<file path="config.mk">
export PLATFORM = sky130hd
export DESIGN_NAME = vga_frame_receiver
export DESIGN_NICKNAME = d
export VERILOG_FILES = /design/src/rtl/vga_timing_pkg.sv /design/src/rtl/vga_sync_edge.sv /design/src/rtl/vga_frame_receiver.sv
export SDC_FILE = /design/constraint.sdc
export NUM_CORES = 1
export LEC_CHECK = 0
export BUFFER_PORTS_ARGS = -buffer_cell sky130_fd_sc_hd__buf_4
export CAP_MARGIN = 25
export CELL_PAD_IN_SITES_DETAIL_PLACEMENT = 1
export CELL_PAD_IN_SITES_GLOBAL_PLACEMENT = 1
export CORE_ASPECT_RATIO = 2
export CORE_UTILIZATION = 38
export CTS_CLUSTER_DIAMETER = 120
export DETAILED_ROUTE_END_ITERATION = 12
export PLACE_DENSITY = 0.78
export SETUP_SLACK_MARGIN = 0.3
export SLEW_MARGIN = 40
export SYNTH_ARGS = -nofsm -noshare
export SYNTH_HDL_FRONTEND = slang
export SYNTH_SLANG_ARGS = --single-unit
</file>
<file path="constraint.sdc">
create_clock -name VGA_clk -period 4.3 [get_ports VGA_clk]
set_clock_uncertainty 0.2 [all_clocks]
set_input_delay 1.29 -clock VGA_clk [delete_from_list [all_inputs] [get_ports VGA_clk]]
set_output_delay 1.29 -clock VGA_clk [all_outputs]
set_load 0.01 [all_outputs]
</file>
<file path="src/rtl/vga_timing_pkg.sv">
// 640x480@60 VGA timing constants and the receiver lock-state type.
// Shared by the VGA controller and the loopback frame receiver.
package vga_timing_pkg;

    localparam int H_ACTIVE = 640;
    localparam int H_FP     = 16;
    localparam int H_SYNC   = 96;
    localparam int H_BP     = 48;
    localparam int V_ACTIVE = 480;
    localparam int V_FP     = 10;
    localparam int V_SYNC   = 2;
    localparam int V_BP     = 33;

    localparam int H_TOTAL  = H_ACTIVE + H_FP + H_SYNC + H_BP;
    localparam int V_TOTAL  = V_ACTIVE + V_FP + V_SYNC + V_BP;
    localparam int HS_START = H_ACTIVE + H_FP;
    localparam int VS_START = V_ACTIVE + V_FP;

    typedef enum logic [1:0] {
        ST_UNLOCKED,
        ST_H_SEEN,
        ST_ACQUIRE,
        ST_LOCKED
    } lock_state_e;

endpackage

</file>
<file path="src/rtl/vga_sync_edge.sv">
// Two-flop sampler for an active-low sync pin with a falling-edge pulse.
// Both flops preset high so leaving reset never looks like a sync edge.
module vga_sync_edge (
    input  logic VGA_clk,
    input  logic reset,
    input  logic sync_pin,
    output logic fall
);

    logic s1;
    logic s2;

    always_ff @(posedge VGA_clk) begin
        if (reset) begin
            s1 <= 1'b1;
            s2 <= 1'b1;
        end else begin
            s1 <= sync_pin;
            s2 <= s1;
        end
    end

    assign fall = ~s1 & s2;

endmodule

</file>
<file path="src/rtl/vga_frame_receiver.sv">
// Loopback sink for the VGA pins: recovers pixel position, locks to the
// frame timing and reports per-frame lit-pixel counts and timing errors.
//
// state       | meaning
// UNLOCKED    | waiting for any hsync edge
// H_SEEN      | line timing followed, waiting for first frame boundary
// ACQUIRE     | counting clean frames toward lock
// LOCKED      | timing trusted, statistics accumulating
module vga_frame_receiver #(
    parameter int H_ACTIVE    = vga_timing_pkg::H_ACTIVE,
    parameter int H_FP        = vga_timing_pkg::H_FP,
    parameter int H_SYNC      = vga_timing_pkg::H_SYNC,
    parameter int H_BP        = vga_timing_pkg::H_BP,
    parameter int V_ACTIVE    = vga_timing_pkg::V_ACTIVE,
    parameter int V_FP        = vga_timing_pkg::V_FP,
    parameter int V_SYNC      = vga_timing_pkg::V_SYNC,
    parameter int V_BP        = vga_timing_pkg::V_BP,
    parameter int LOCK_FRAMES = 2,
    parameter int CNT_W       = 19
) (
    input  logic             VGA_clk,
    input  logic             reset,
    input  logic             VGA_hSync,
    input  logic             VGA_vSync,
    input  logic             blank_n,
    input  logic [7:0]       VGA_R,
    input  logic [7:0]       VGA_G,
    input  logic [7:0]       VGA_B,
    output logic [9:0]       rx_x,
    output logic [9:0]       rx_y,
    output logic             rx_active,
    output logic             locked,
    output logic             frame_done,
    output logic [CNT_W-1:0] r_count,
    output logic [CNT_W-1:0] g_count,
    output logic [CNT_W-1:0] b_count,
    output logic             blank_err,
    output logic [7:0]       err_count
);

    import vga_timing_pkg::*;

    localparam int              HT        = H_ACTIVE + H_FP + H_SYNC + H_BP;
    localparam int              VT        = V_ACTIVE + V_FP + V_SYNC + V_BP;
    localparam logic [9:0]      H_LAST    = 10'(HT - 1);
    localparam logic [9:0]      V_LAST    = 10'(VT - 1);
    localparam logic [9:0]      HS_AT     = 10'(H_ACTIVE + H_FP);
    localparam logic [9:0]      VS_AT     = 10'(V_ACTIVE + V_FP);
    localparam logic [9:0]      H_VIS     = 10'(H_ACTIVE);
    localparam logic [9:0]      V_VIS     = 10'(V_ACTIVE);
    localparam logic [7:0]      GOOD_LAST = 8'(LOCK_FRAMES - 1);

    logic h_fall;
    logic v_fall;

    vga_sync_edge u_hsync_edge (
        .VGA_clk  (VGA_clk),
        .reset    (reset),
        .sync_pin (VGA_hSync),
        .fall     (h_fall)
    );

    vga_sync_edge u_vsync_edge (
        .VGA_clk  (VGA_clk),
        .reset    (reset),
        .sync_pin (VGA_vSync),
        .fall     (v_fall)
    );

    // Only the colour MSBs matter for the lit/unlit decision.
    logic unused_colour_bits;
    assign unused_colour_bits = ^{VGA_R[6:0], VGA_G[6:0], VGA_B[6:0]};

    logic blank_s1, r_s1, g_s1, b_s1;
    logic [9:0] hcnt, vcnt;
    logic v_pend;
    lock_state_e state, state_nxt;
    logic [7:0] good, good_nxt;
    logic lose_lock;
    logic [CNT_W-1:0] r_acc, g_acc, b_acc;
    logic blank_acc;

    logic [9:0] fr_h, fr_v, cur_h, cur_v;
    logic h_wrap, boundary, h_err, v_err, in_area, blank_bad;

    // cur_h/cur_v label the sample currently held in the s1 flops.
    always_comb begin
        h_wrap    = (hcnt == H_LAST);
        fr_h      = h_wrap ? 10'd0 : hcnt + 10'd1;
        fr_v      = vcnt;
        if (h_wrap) begin
            fr_v = (vcnt == V_LAST) ? 10'd0 : vcnt + 10'd1;
        end
        boundary  = h_fall && (v_pend || v_fall);
        h_err     = h_fall ? (fr_h != HS_AT) : (fr_h == HS_AT);
        v_err     = boundary && (fr_v != VS_AT);
        cur_h     = h_fall ? HS_AT : fr_h;
        cur_v     = boundary ? VS_AT : fr_v;
        in_area   = (cur_h < H_VIS) && (cur_v < V_VIS);
        blank_bad = (blank_s1 != in_area);
    end

    always_comb begin
        state_nxt = state;
        good_nxt  = good;
        lose_lock = 1'b0;
        case (state)
            ST_UNLOCKED: begin
                if (h_fall) state_nxt = ST_H_SEEN;
            end
            ST_H_SEEN: begin
                if (h_err) begin
                    state_nxt = ST_UNLOCKED;
                end else if (boundary) begin
                    state_nxt = ST_ACQUIRE;
                    good_nxt  = 8'd0;
                end
            end
            ST_ACQUIRE: begin
                if (h_err || v_err) begin
                    state_nxt = ST_UNLOCKED;
                end else if (boundary) begin
                    if (good == GOOD_LAST) state_nxt = ST_LOCKED;
                    else                   good_nxt  = good + 8'd1;
                end
            end
            ST_LOCKED: begin
                if (h_err || v_err) begin
                    state_nxt = ST_UNLOCKED;
                    lose_lock = 1'b1;
                end
            end
            default: state_nxt = ST_UNLOCKED;
        endcase
    end

    always_ff @(posedge VGA_clk) begin
        if (reset) begin
            blank_s1   <= 1'b1;
            r_s1       <= 1'b1;
            g_s1       <= 1'b1;
            b_s1       <= 1'b1;
            hcnt       <= '0;
            vcnt       <= '0;
            v_pend     <= 1'b0;
            state      <= ST_UNLOCKED;
            good       <= '0;
            r_acc      <= '0;
            g_acc      <= '0;
            b_acc      <= '0;
            blank_acc  <= 1'b0;
            r_count    <= '0;
            g_count    <= '0;
            b_count    <= '0;
            blank_err  <= 1'b0;
            frame_done <= 1'b0;
            err_count  <= '0;
        end else begin
            blank_s1   <= blank_n;
            r_s1       <= VGA_R[7];
            g_s1       <= VGA_G[7];
            b_s1       <= VGA_B[7];
            hcnt       <= cur_h;
            vcnt       <= cur_v;
            state      <= state_nxt;
            good       <= good_nxt;
            frame_done <= 1'b0;
            if (boundary)    v_pend <= 1'b0;
            else if (v_fall) v_pend <= 1'b1;
            if (lose_lock && err_count != 8'hFF) err_count <= err_count + 8'd1;

            // A frame that loses lock is dropped; published counts stay put.
            if (state != ST_LOCKED || lose_lock) begin
                r_acc     <= '0;
                g_acc     <= '0;
                b_acc     <= '0;
                blank_acc <= 1'b0;
            end else if (boundary) begin
                r_count    <= r_acc;
                g_count    <= g_acc;
                b_count    <= b_acc;
                blank_err  <= blank_acc;
                frame_done <= 1'b1;
                r_acc      <= CNT_W'(in_area & r_s1);
                g_acc      <= CNT_W'(in_area & g_s1);
                b_acc      <= CNT_W'(in_area & b_s1);
                blank_acc  <= blank_bad;
            end else begin
                r_acc     <= r_acc + CNT_W'(in_area & r_s1);
                g_acc     <= g_acc + CNT_W'(in_area & g_s1);
                b_acc     <= b_acc + CNT_W'(in_area & b_s1);
                blank_acc <= blank_acc | blank_bad;
            end
        end
    end

    assign rx_x      = hcnt;
    assign rx_y      = vcnt;
    assign locked    = (state == ST_LOCKED);
    assign rx_active = locked && (hcnt < H_VIS) && (vcnt < V_VIS);

endmodule
</file>
==> results of run 1 <==
-- flip-flops by register name (all words and copies together), names as in the netlist --
register         cells
b_acc               19
b_count             19
b_s1                 1
blank_acc            1
blank_err            1
blank_s1             1
err_count            8
frame_done           1
g_acc               19
g_count             19
g_s1                 1
good                 8
r_acc               19
r_count             19
r_s1                 1
rx_x                10
rx_y                10
state                2
u_hsync_edge.s1      1
u_hsync_edge.s2      1
u_vsync_edge.s1      1
u_vsync_edge.s2      1
v_pend               1
-- worst paths after layout --
check / from / to / slack [ns] / cells past startpoint
setup / recovery: rx_x[1] / b_acc[18] / 0.44 / 19
hold / removal: b_count[2] / b_count[2] / 0.25 / 2
setup reg to reg: rx_x[1] / b_acc[18] / 0.44 / 19
hold reg to reg: b_count[2] / b_count[2] / 0.25 / 2
-- critical path: cells and delay by family, from the launching register on --
family,cells,cell delay [ns]
adders and majority gates,3,0.50
AOI/OAI and AO/OA,4,0.96
xor gates and xnor gates,1,0.16
buffers and inverters,3,0.48
DFF,1,0.35
and+or+nand+nor,8,1.07
-- cell type report --
cell class	instances	area (sq um)	share of cell area, %
inverters	19	71.3	0.789
flip-flops and latches	164	3290	36.4
well taps	255	319	3.53
clock inverters	9	130	1.44
repair buffers	130	980	10.8
clock buffers	22	454	5.03
multi-input cells	644	3790	41.9
-- cells by family after synthesis --
kind of cell / count (synthesis)
multiplexers: 2
XOR/XNOR: 62
buffers and inverters: 65
AO/OA/AOI/OAI: 149
AND/OR/NAND/NOR: 419
adder cells (fa/ha/maj): 12
flip-flops: 164
-- cell usage after synthesis, drive strengths merged (2+ instances only) --
cell             n  area [sq um]
nand4b           3          26.3
and4             3          27.5
o21ai           21           109
clkdlybuf4s50    2          22.5
mux2             2          22.5
o31ai            4          30.0
and3            20           128
or4              2          15.0
nor4b            3          26.3
nand4           17           106
clkbuf          28           118
nand3           41           228
a41oi            2          17.5
o211ai           4          30.0
inv             19          71.3
or2b             2          17.5
a31oi            4          25.0
nand2          164           616
nor2b            7          43.8
dfxtp          164          3280
nand2b           7          43.8
nand3b           7          52.6
a31o             4          35.0
a21oi           85           425
ha              12           150
nor3             8          45.0
nor2           103           389
or3              6          45.0
buf             16           104
and2             7          46.3
a2111oi          3          38.8
a211o            3          27.5
xnor2           29           262
o31a             2          17.5
nor4             5          46.3
o221ai           2          17.5
xor2            33           289
a21boi           2          15.0
or2             10          62.6
a221oi           3          38.8
-- placed cells by master (no fill, tap or decap), types with 6 or more instances in the layout --
| cell type | Yosys | final |
|---|---|---|
| inv_1 | 19 | 19 |
| dfxtp_1 | 164 | 158 |
| nand3_1 | 38 | 35 |
| xnor2_1 | 28 | 28 |
| clkbuf_16 | 0 | 17 |
| xor2_1 | 33 | 33 |
| and3_1 | 18 | 14 |
| or2_2 | 10 | 10 |
| nand4_1 | 17 | 17 |
| nand2b_1 | 7 | 7 |
| o21ai_0 | 18 | 18 |
| buf_4 | 0 | 129 |
| ha_1 | 12 | 7 |
| nor2_1 | 102 | 100 |
| dfxtp_2 | 0 | 6 |
| nand3b_1 | 7 | 7 |
| nand2_1 | 164 | 163 |
| a21oi_1 | 85 | 85 |
-- through the flow --
step / util, % / setup WS [ns] / total power [uW]
after floorplan: - / 0.306 / 1650
after global placement: 43.9 / 0.181 / 1700
after detailed placement: 44.0 / 0.0518 / 1700
after CTS: 47.3 / 0.299 / 3230
after global routing: 48.2 / 0.244 / 3310
final: 48.2 / 0.437 / 3200
-- per-layer routing --
metal | track usage [%] | vias to the layer above | part of all wire [%]
met2 | 41.4 | 118 | 58
li1 | - | 3165 | -
met5 | 0 | - | 0
met4 | 10.9 | 0 | 3.7
met1 | 19.0 | 3166 | 36
met3 | 4.00 | 45 | 2.8
-- where the power goes --
| part | switching (uW) | internal (uW) | total (uW) |
|---|---|---|---|
| Sequential | 16.5 | 1530 | 1550 |
| Clock | 609 | 923 | 1530 |
| Combinational | 68.9 | 52.6 | 122 |
-- what timing repair did --
item	CTS	global route
setup buffers	2	8
pin swaps	1	4
resized for setup	9	28
setup endpoints to repair	10	19
cloned	0	0
==> flow_metrics.tcl, run 1 <==
set metrics [dict create \
    status "finished clean" \
    cts_tree "done" \
    syn_to_final_growth_pct 24.7 \
    antenna_found_initial 0 \
    fill_cells 2267 \
    wl_microns 19900 \
    rsz0062_at_grt "no" \
    cts_hold_buf 0 \
    coreArea_sq_um 18700 \
    slew_violations 0 \
    drc_errors 0 \
    leakage_uw 0.00318 \
    hold_slack_ns 0.251 \
    synth_nets 914 \
    dieArea_sq_um 19700 \
    fin_crit_ns 3.86 \
    wl_per_cell_microns 16.0 \
    synthAdderAreaFrac_pct 2.07 \
    synthSimpleGateAreaFrac_pct 27.7 \
    synth-warning-count 0 \
    drt_pass1_iterations 4 \
    hpwl_microns 14100 \
    synth_ff_type "dfxtp_1" \
    crit_path_cell_trace "ha_4, nand4_1, buf_6, buf_4, o31a_1, o21ai_0, a21oi_1, a2111oi_2, buf_4, and2_1, ha_2, ha_4, and3_4, and3_4, nor2b_4, nor2b_4, nand3_2, xor2_1, nor2_1" \
    cp_slowest_cell "dfxtp_2" \
    htreeDepth 4 \
    start_kind "flop" \
    cts.sinks 164 \
    muxShareOfSynthArea_pct 0.311 \
    drive_gt1_share_pct 23.3 \
    syn_avg_cell_area_sq_um 8.30 \
    timing.final.crit_share_pct 89.8 \
    clock_latency_ns 0.43 \
    first_iter_violations 192 \
    clockBufferDepth 2 \
    required_ns 4.39 \
    fin_setup_tns_ns 0 \
    cpPeakStageDelay_ns 0.35 \
    worstMarginPinSlew_ns 0.646 \
    num_rows 71 \
    setup_violations 0 \
    ioPinCount 118 \
    ys_async_sr_fraction_pct 0 \
    dpl_cell_area_sq_um 8240 \
    grt_pass1_vias 6667 \
    clkTransAtPathRegs_ns 0.06 \
    ir_drop_mv 0.254 \
    synth-compound-area-share_pct 12.7 \
    cp_max_fo 5 \
    synth_area_sq_um 7240 \
    slew_headroom_pct 56.9 \
    die_y_microns 197 \
    hp-class "reg -> reg" \
    vias_per_cell 5.22 \
    synth_top_family_by_area "simple AND/OR/NAND/NOR gates" \
    hold_violations 0 \
    die_w_microns 99.6 \
    synth_edf_count 0 \
    synth_cells 873 \
    finalNetCount 1017 \
    cts_inserted_buffers 17 \
    start_util_pct 38.6 \
    vias 6494 \
    synth_xor_area_share_pct 7.60 \
    final_antenna_net_count 0 \
    maxCapViolCount 0 \
    netlist-cell-type-count 75 \
    synth_seq_area_share_pct 45.3 \
    max_freq_mhz 259 \
    clockRootBuffer "clkbuf_16" \
    grt_first_pass_wirelength_microns 31800 \
    crit_arrival_ns 3.95 \
    critPathCaptureType "flop" \
    critPathKind "reg -> reg" \
    dp.cells 1202 \
    final_cells 1243 \
    io_buffers 96 \
    gp_congestion 0.843 \
    grt_overflow 0 \
    antenna_cells 0 \
    synth-seq-cells 164 \
    cellPowerDensity_nw_per_um2 355 \
    track_usage_pct 20.7 \
    grt_start_max_net_pins 62 \
    stdcell_area_sq_um 9030 \
]
Note: power is estimated with default switching activity, not from simulation.
==> run 2, diff against run 1 <==
ABC_AREA = 1   (was not set)
CORE_UTILIZATION = 36   (was 38)
PLACE_DENSITY = 0.77   (was 0.78)
==> flow_metrics.tcl, run 2 <==
set metrics [dict create \
    status "finished clean" \
    cp_max_fo 3 \
    cts_hold_buf 0 \
    final_common_cell "nand2_1" \
    start_kind "flop" \
    wl_per_cell_microns 13.6 \
    cts.sinks 164 \
    vias_per_cell 4.74 \
    slew_headroom_pct 54.2 \
    cellPowerDensity_nw_per_um2 355 \
    antenna_cells 0 \
    final_antenna_net_count 0 \
    synth_nets 1163 \
    synth_cells 1122 \
    clkTransAtPathRegs_ns 0.07 \
    grt_overflow 0 \
    drc_errors 0 \
    timing.final.crit_share_pct 87.5 \
    synth_seq_area_share_pct 42.9 \
    num_rows 75 \
    die_y_microns 208 \
    clockBufferDepth 2 \
    rsz0062_at_grt "no" \
    synth-seq-cells 164 \
    grt_pass1_vias 7607 \
    hold_violations 0 \
    synth_ff_type "dfxtp_1" \
    track_usage_pct 20.2 \
    critPathCaptureType "flop" \
    die_w_microns 105 \
    ir_drop_mv 0.267 \
    drive_gt1_share_pct 22.1 \
    wl_microns 21000 \
    hp-class "reg -> reg" \
    finalNetCount 1307 \
    synth-warning-count 0 \
    final_cell_mix "nand2_1, nor2_1, dfxtp_1" \
    start_util_pct 36.6 \
    synth_edf_count 0 \
    leakage_uw 0.00469 \
    required_ns 4.47 \
    vias 7345 \
    worstMarginPinSlew_ns 0.687 \
    fin_setup_tns_ns 0 \
    syn_avg_cell_area_sq_um 6.82 \
    max_freq_mhz 266 \
    netlist-cell-type-count 36 \
    maxCapViolCount 0 \
    first_iter_violations 199 \
    synth_top_area_cell "dfxtp_1" \
    coreArea_sq_um 20900 \
    ys_async_sr_fraction_pct 0 \
    grt_start_max_net_pins 63 \
    crit_arrival_ns 3.93 \
    grt_first_pass_wirelength_microns 35100 \
    syn_to_final_growth_pct 28.2 \
    cts_tree "done" \
    htreeDepth 4 \
    fin_crit_ns 3.76 \
    dieArea_sq_um 21900 \
    critPathKind "reg -> reg" \
    gp_congestion 0.871 \
    drt_pass1_iterations 4 \
    antenna_found_initial 0 \
    fill_cells 2711 \
    yosysMostFrequentCell "nand2_1" \
    hpwl_microns 15400 \
    finalPower_uw 3480 \
    slew_violations 0 \
    synth_area_leaders "dfxtp_1, nand2_1, nor2_1, inv_1, nand3_1" \
    clockRootBuffer "clkbuf_16" \
    synth_area_sq_um 7650 \
    yosys-top-cells-count "nand2_1, nor2_1, dfxtp_1" \
    io_buffers 96 \
    ioPinCount 118 \
    yosysTopAreaCellShare_pct 42.9 \
    setup_violations 0 \
    clock_latency_ns 0.43 \
    cts_inserted_buffers 17 \
]
==> run 2: cell count changes in the layout (fill, tap and decap cells not counted), sizes merged, moves of 8 or more <==
| cell | delta |
|---|---|
| buf | +25 |
| xor2 | -17 |
| a21oi | -44 |
| o21ai | -11 |
| nand2 | +134 |
| xnor2 | -15 |
| inv | +137 |
| nor3b | +9 |
| nor2 | +148 |
| or2 | +8 |
| nand3 | +11 |
| nor3 | +14 |
| and3 | -19 |
==> run 2: worst paths after layout <==
path	depth (start not counted)	from	slack [ns]	to
worst max register to register	26	rx_x[0]	0.54	g_acc[18]
worst min-delay path	2	u_vsync_edge.s1	0.22	u_vsync_edge.s2
worst min register to register	2	u_vsync_edge.s1	0.22	u_vsync_edge.s2
worst max-delay path	26	rx_x[0]	0.54	g_acc[18]
==> run 2: logic make-up (layout without fill, tap and decap cells) <==
family | after synthesis | in the layout | share of synthesized area (%)
and+or+nand+nor | 672 | 672 | 37.1
adders and majority gates | 12 | 12 | 1.96
xor gates and xnor gates | 30 | 30 | 3.43
buffers and inverters | 185 | 342 | 10.1
AOI/OAI and AO/OA | 59 | 59 | 4.53
DFF | 164 | 164 | 42.9
==> run 2: critical path: stages (launching register included) <==
cell and delay [ns]:
dfxtp_4 0.37, ha_4 0.15, nand2_4 0.07, nor2_4 0.14
buf_4 0.14, nand3_2 0.08, nor2_4 0.10, nor2_1 0.09
o31ai_4 0.23, nand3_2 0.15, nor2_2 0.11, ha_2 0.19
ha_2 0.17, nand2_1 0.06, nor2_1 0.09, inv_1 0.08
nor2_4 0.11, nand2_2 0.09, inv_2 0.07, nand2_2 0.05
nor3_2 0.18, buf_4 0.14, nand3_2 0.09, nor2_4 0.13
nand3_2 0.08, or2_4 0.24, a21oi_2 0.12
==> run 2: per-stage QoR <==
stage	worst slack (ns)	utilization (%)	instances	hold slack (ns)	instance area, sq um
final	0.537	46.9	1548	0.224	9810
after global routing	0.289	46.9	1548	0.251	9810
after CTS	0.280	46.4	1546	0.233	9700
after detailed placement	0.0401	42.6	1505	0.217	8910
after global placement	0.152	42.6	1505	0.197	8910
after floorplan	0.381	-	1122	0.192	7650
==> run 2: area by class of cell <==
type	instances	area (sq um)	share of cell area [%]
clock inverters	11	150	1.53
clock buffers	21	460	4.69
inverters	155	584	5.96
flip-flops and latches	164	3300	33.6
repair buffers	155	1200	12.2
well taps	269	337	3.43
multi-input cells	773	3780	38.6
==> run 2: repair_timing <==
item	in CTS	in global routing
setup buffers	9	2
pin swaps	16	17
resized for setup	33	30
setup endpoints to repair	11	13
==> run 2: routing by layer <==
layer	wire (microns)	vias up	part of all wire, %	track usage (%)
met4	674	0	3.2	10.2
met2	12200	104	58	40.1
met5	0	-	0	0
li1	-	3696	-	-
met3	492	38	2.3	3.85
met1	7690	3507	37	19.2
==> run 2: power by group <==
part           internal, uW  switching [uW]
clock                   948             643
sequential             1550            28.2
combinational           117             195
total                  2620             866
